**src/rtl/sng_stream.sv**
```systemverilog
// sng_stream: stochastic number generator stage fed by an external
// maximal-length LFSR. It accepts an operand and a seed, seeds the LFSR,
// then emits a LEN-bit stochastic bitstream (bit = lfsr_data <= value) and
// counts the ones. The count is returned over a result handshake.
module sng_stream #(
    parameter int N = 8
) (
    input  logic         clk,
    input  logic         reset,
    input  logic         in_valid,
    output logic         in_ready,
    input  logic [N-1:0] in_value,
    input  logic [N-1:0] in_seed,
    output logic         lfsr_load_seed,
    output logic [N-1:0] lfsr_seed,
    input  logic [N-1:0] lfsr_data,
    output logic         bit_valid,
    output logic         bit_out,
    output logic         bit_last,
    output logic         res_valid,
    output logic [N-1:0] res_ones,
    input  logic         res_ready
);

    localparam int LEN = (2 ** N) - 1;
    localparam logic [N-1:0] K_LAST = N'(LEN - 1);

    typedef enum logic [1:0] {
        IDLE,
        LOAD,
        RUN,
        DONE
    } state_t;

    state_t       state;
    logic [N-1:0] value_q;
    logic [N-1:0] seed_q;
    logic [N-1:0] k;
    logic [N-1:0] seed_nz;
    logic         stoch_bit;

    // An all-zero seed would lock the LFSR, so it is replaced by 1.
    assign seed_nz   = (in_seed == '0) ? N'(1) : in_seed;
    assign stoch_bit = (lfsr_data <= value_q);
    assign in_ready  = (state == IDLE);

    // Job sequencing FSM with all outputs registered.
    always_ff @(posedge clk or negedge reset) begin
        if (!reset) begin
            state          <= IDLE;
            value_q        <= '0;
            seed_q         <= '0;
            k              <= '0;
            lfsr_load_seed <= 1'b0;
            lfsr_seed      <= '0;
            bit_valid      <= 1'b0;
            bit_out        <= 1'b0;
            bit_last       <= 1'b0;
            res_valid      <= 1'b0;
            res_ones       <= '0;
        end else begin
            lfsr_load_seed <= 1'b0;
            bit_valid      <= 1'b0;
            bit_out        <= 1'b0;
            bit_last       <= 1'b0;
            case (state)
                IDLE: begin
                    if (in_valid) begin
                        value_q        <= in_value;
                        seed_q         <= seed_nz;
                        lfsr_seed      <= seed_nz;
                        lfsr_load_seed <= 1'b1;
                        res_ones       <= '0;
                        k              <= '0;
                        state          <= LOAD;
                    end
                end
                LOAD: begin
                    lfsr_seed <= seed_q;
                    state     <= RUN;
                end
                RUN: begin
                    bit_out   <= stoch_bit;
                    bit_valid <= 1'b1;
                    bit_last  <= (k == K_LAST);
                    res_ones  <= res_ones + N'(stoch_bit);
                    k         <= k + N'(1);
                    if (k == K_LAST) begin
                        res_valid <= 1'b1;
                        state     <= DONE;
                    end
                end
                DONE: begin
                    if (res_ready) begin
                        res_valid <= 1'b0;
                        state     <= IDLE;
                    end
                end
                default: state <= IDLE;
            endcase
        end
    end

endmodule

```
**config.mk**
```make
export PLATFORM = sky130hd
export DESIGN_NAME = sng_stream
export DESIGN_NICKNAME = d
export VERILOG_FILES = /design/src/rtl/sng_stream.sv
export SDC_FILE = /design/constraint.sdc
export NUM_CORES = 1
export LEC_CHECK = 0
export CAP_MARGIN = 20
export CORE_ASPECT_RATIO = 1.1
export CORE_MARGIN = 10
export CORE_UTILIZATION = 25
export CTS_CLUSTER_DIAMETER = 100
export DETAILED_ROUTE_END_ITERATION = 8
export GPL_ROUTABILITY_DRIVEN = 0
export HOLD_SLACK_MARGIN = 0.02
export PLACE_DENSITY = 0.48
export SLEW_MARGIN = 0
export SYNTH_ARGS = -nofsm -noshare
export SYNTH_HDL_FRONTEND = slang
export SYNTH_SLANG_ARGS = --single-unit
```
**constraint.sdc**
```tcl
create_clock -name clk -period 2 [get_ports clk]
set_input_delay 0.4 -clock clk [delete_from_list [all_inputs] [get_ports clk]]
set_output_delay 0.4 -clock clk [all_outputs]
set_load 0.05 [all_outputs]
```
==> results.json <==
{
  "status": "finished with violations",
  "violations": "setup timing",
  "initial_core_util_pct": 26.0,
  "critical_path.slowest_cell": "sky130_fd_sc_hd__dlygate4sd2_1",
  "timing.reg2reg.setup_slack_ns": -0.10,
  "drive_above_1_share_pct": 23.9,
  "crit-reg2reg-capture": "res_ones[6]$_DFFE_PN0P_",
  "worstSetupStartpointType": "input port",
  "post_drt_via_cell_ratio": 4.51,
  "netlist_area_pre_place_um2": 2330,
  "placement_rows": 36,
  "totalWireLength_um": 5440,
  "timing.reg2reg.worst_path_depth": 10,
  "worst_ep_arrival_time_ns": 2.29,
  "finalSetupViolations": 6,
  "detailroute.wirelength.met2_um": 2520,
  "postLayoutSetupSlackWorst_ns": -0.103,
  "power.combinational.fraction_pct": 24.3,
  "critPathBufInv": 2,
  "report.final.hold_viol_count": 0,
  "power-per-cell-area_nw_per_um2": 759,
  "netlist_top_cells_count": "47 x sky130_fd_sc_hd__dfrtp_1, 32 x sky130_fd_sc_hd__nand2_1, 19 x sky130_fd_sc_hd__o21ai_0, 16 x sky130_fd_sc_hd__ha_1, 13 x sky130_fd_sc_hd__inv_1",
  "detailedRoute.firstPassIterationCount": 4,
  "clk_pin_slew_ns": 0.09,
  "leading_cell_types_by_total_area_after_synthesis": "sky130_fd_sc_hd__dfrtp_1 50%, sky130_fd_sc_hd__ha_1 8.6%, sky130_fd_sc_hd__nand2_1 5.1%",
  "die-height_um": 121,
  "holdCritPathClass": "input port to asynchronous set/reset pin",
  "drt_drc_violations_left": 0,
  "worst-path-max-fanout": 3,
  "final_nets": 328,
  "met1_length_um": 2550,
  "yosys_synthesis_warning_count": 0,
  "grt_first_pass_wirelength_um": 9570,
  "finalCoreUtilization_pct": 37.5,
  "numPortBuffers": 49,
  "synth_enable_flop_cells": 0,
  "power.clock.fraction_pct": 32.4,
  "cts-root-to-sink-buffers": 2,
  "share_seq_of_total_power_pct": 43.4,
  "antenna_found_initial": 0,
  "floorplan.core_area_um2": 8960,
  "grt_pass1_vias": 1890,
  "async_reset_ff_share_pct": 100,
  "total_leakage_power_nw": 1.46,
  "critical_path_depth_in_cells": 12,
  "pin_count_of_the_biggest_net_entering_global_routing": 48,
  "switchingPower_mw": 0.790,
  "route.met3.wl_um": 306,
  "h-tree-depth": 2,
  "synthDominantAreaCellType": "sky130_fd_sc_hd__dfrtp_1",
  "yosys_most_used_dff": "sky130_fd_sc_hd__dfrtp_1",
  "clk_root_buffer_cell": "sky130_fd_sc_hd__clkbuf_8",
  "timing_worst_slew_pin_value_ns": 0.618,
  "wire_per_inst_um": 13.6,
  "dp.final_hpwl_um": 4110,
  "hold_ws_ns": 0.188,
  "synth.most_common_cell": "sky130_fd_sc_hd__dfrtp_1",
  "internal_power_mw": 1.76,
  "critical-path-max-stage-delay_ns": 0.29,
  "drv.max_cap_violation_count": 0,
  "finClkSkew_ns": 0.00475,
  "share_of_synthesized_area_occupied_by_flip_flops_and_latches_pct": 50.4,
  "top_level_ports": 50,
  "timing.critical_path.to_type": "register",
  "path_common_cell": "sky130_fd_sc_hd__ha_4",
  "max_freq_ghz": 0.475,
  "critical_path.top_delay_family": "simple AND/OR/NAND/NOR gates",
  "globalRoute.totalOverflow": 0,
  "global_route.usage.total_pct": 8.44,
  "timing.rr.start": "value_q[0]$_DFFE_PN0P_",
  "worst-setup-path-type": "input port to register",
  "max-vdd-ir-drop_v": 0.000438,
  "number_of_antenna_repair_diodes": 0,
  "crit_chain": "dlygate4sd2_1, inv_8, ha_4, nand4_1, or2_4, a21oi_4, ha_4, ha_2, nand2_1, nor3_2, xnor2_1, nor2_1",
  "slew_headroom_pct": 58.8,
  "ys_seq_elements": 47,
  "highest-signal-layer": "met4",
  "finalWorstPathRequiredPeriod_ns": 2.10,
  "avg_synthesized_cell_area_um2": 10.7,
  "die_area_um2": 13600,
  "syn_nets": 262,
  "area.growth.synth_to_final_pct": 43.9,
  "nFillCells": 890,
  "tritoncts": "yes",
  "vias": 1798,
  "rsz0062_at_grt": "true",
  "ant_nets": 0,
  "synth_cell_types": 38,
  "cts.sink_count": 47,
  "detailedRoute.firstIterationViolations": 58,
  "cp.required_ns": 2.19,
  "synthesis.instances": 218,
  "final.period_utilization_pct": 105,
  "netlist.area_leader.share_pct": 50.4,
  "switching_share_pct": 31.0,
  "floorplan.die.width_um": 112,
  "quantity_of_hold_fixing_buffers_added_after_cts": 0,
  "final_slew_viol_count": 0,
  "tritoncts.num_buffers": 5,
  "insertion_delay_ns": 0.29
}
per-stage QoR:
stage                     area (um^2)  power [mW]  std cells  worst slack [ns]  setup TNS (ns)
after floorplan                  2410        1.47        218           -0.0410         -0.0486
after global placement           3130        1.73        389            -0.744           -5.00
after detailed placement         3130        1.73        389            -0.747           -4.94
after CTS                        3340        2.59        398            -0.104          -0.268
after global routing             3360        2.69        399            -0.225          -0.935
final                            3360        2.55        399            -0.103          -0.282
sequential cells by signal, summed over array words and instances, names as in the netlist, 2 cells and up:
register   cells
k              8
lfsr_seed      8
res_ones       8
seed_q         8
value_q        8
state          2
cell families after synthesis:
logic type      share of synthesized area, %
compound gates                          9.65
xor+xnor                                3.38
buf+inv                                 3.70
mux                                     9.01
simple gates                            15.3
flops                                   50.4
fa+ha+maj                               8.58
metal layers:
layer | global-route usage, % | vias up
met2 | 13.0 | 38
met3 | 3.12 | 4
met5 | 0 | -
met1 | 10.6 | 870
met4 | 2.86 | 0
li1 | - | 886
how the worst max path moves through the flow:
stage	slack, ns	start	endpoint
6_report	-0.10	lfsr_data[0]	res_ones[6]$_DFFE_PN0P_
2_1_floorplan	-0.04	lfsr_data[0]	res_ones[7]$_DFFE_PN0P_
4_1_cts	-0.10	value_q[1]$_DFFE_PN0P_	res_ones[7]$_DFFE_PN0P_
5_1_grt	-0.23	value_q[3]$_DFFE_PN0P_	res_ones[7]$_DFFE_PN0P_
3_5_place_dp	-0.75	lfsr_data[0]	res_ones[7]$_DFFE_PN0P_
3_3_place_gp	-0.74	lfsr_data[0]	res_ones[7]$_DFFE_PN0P_
repair_timing:
action,in CTS,in global routing
pin swaps,15,8
buffers inserted,1,1
gates cloned,0,0
setup endpoints to repair,8,9
hold endpoints to repair,0,0
resized for setup,22,5
area by class of cell:
type / instances / area (um^2) / area share [%]
flip-flops and latches: 47 / 1180 / 35.0
repair buffers: 66 / 621 / 18.5
inverters: 13 / 56.3 / 1.68
clock buffers: 6 / 72.6 / 2.16
well taps: 114 / 143 / 4.25
multi-input cells: 151 / 1230 / 36.6
clock inverters: 2 / 60.1 / 1.79
power groups by stage:
| stage | Clock [mW] | Sequential (mW) | Combinational (mW) |
|---|---|---|---|
| 3_5_place_dp | 0 | 1.12 | 0.611 |
| 4_1_cts | 0.859 | 1.11 | 0.626 |
| 5_1_grt | 0.898 | 1.12 | 0.667 |
| 2_1_floorplan | 0 | 1.33 | 0.139 |
| 3_3_place_gp | 0 | 1.12 | 0.607 |
| 6_report | 0.824 | 1.10 | 0.619 |
placed cells by master (no fill, tap or decap), drive strengths merged, types with 2 or more instances in the layout:
| cell type | count |
|---|---|
| or3 | 2 |
| a21oi | 8 |
| clkbuf | 6 |
| nor2 | 12 |
| nor2b | 3 |
| nand4 | 5 |
| nand3 | 3 |
| ha | 16 |
| or4 | 2 |
| xnor2 | 3 |
| dfrtp | 47 |
| mux2i | 9 |
| mux2 | 10 |
| a32o | 2 |
| dlygate4sd2 | 8 |
| o221ai | 2 |
| nor4 | 2 |
| buf | 22 |
| xor2 | 6 |
| inv | 13 |
| bufinv | 2 |
| nor3 | 3 |
| nand2b | 3 |
| o21ai | 19 |
| clkdlybuf4s50 | 35 |
| nand2 | 32 |
No activity file was read; power rests on OpenSTA's default activity.
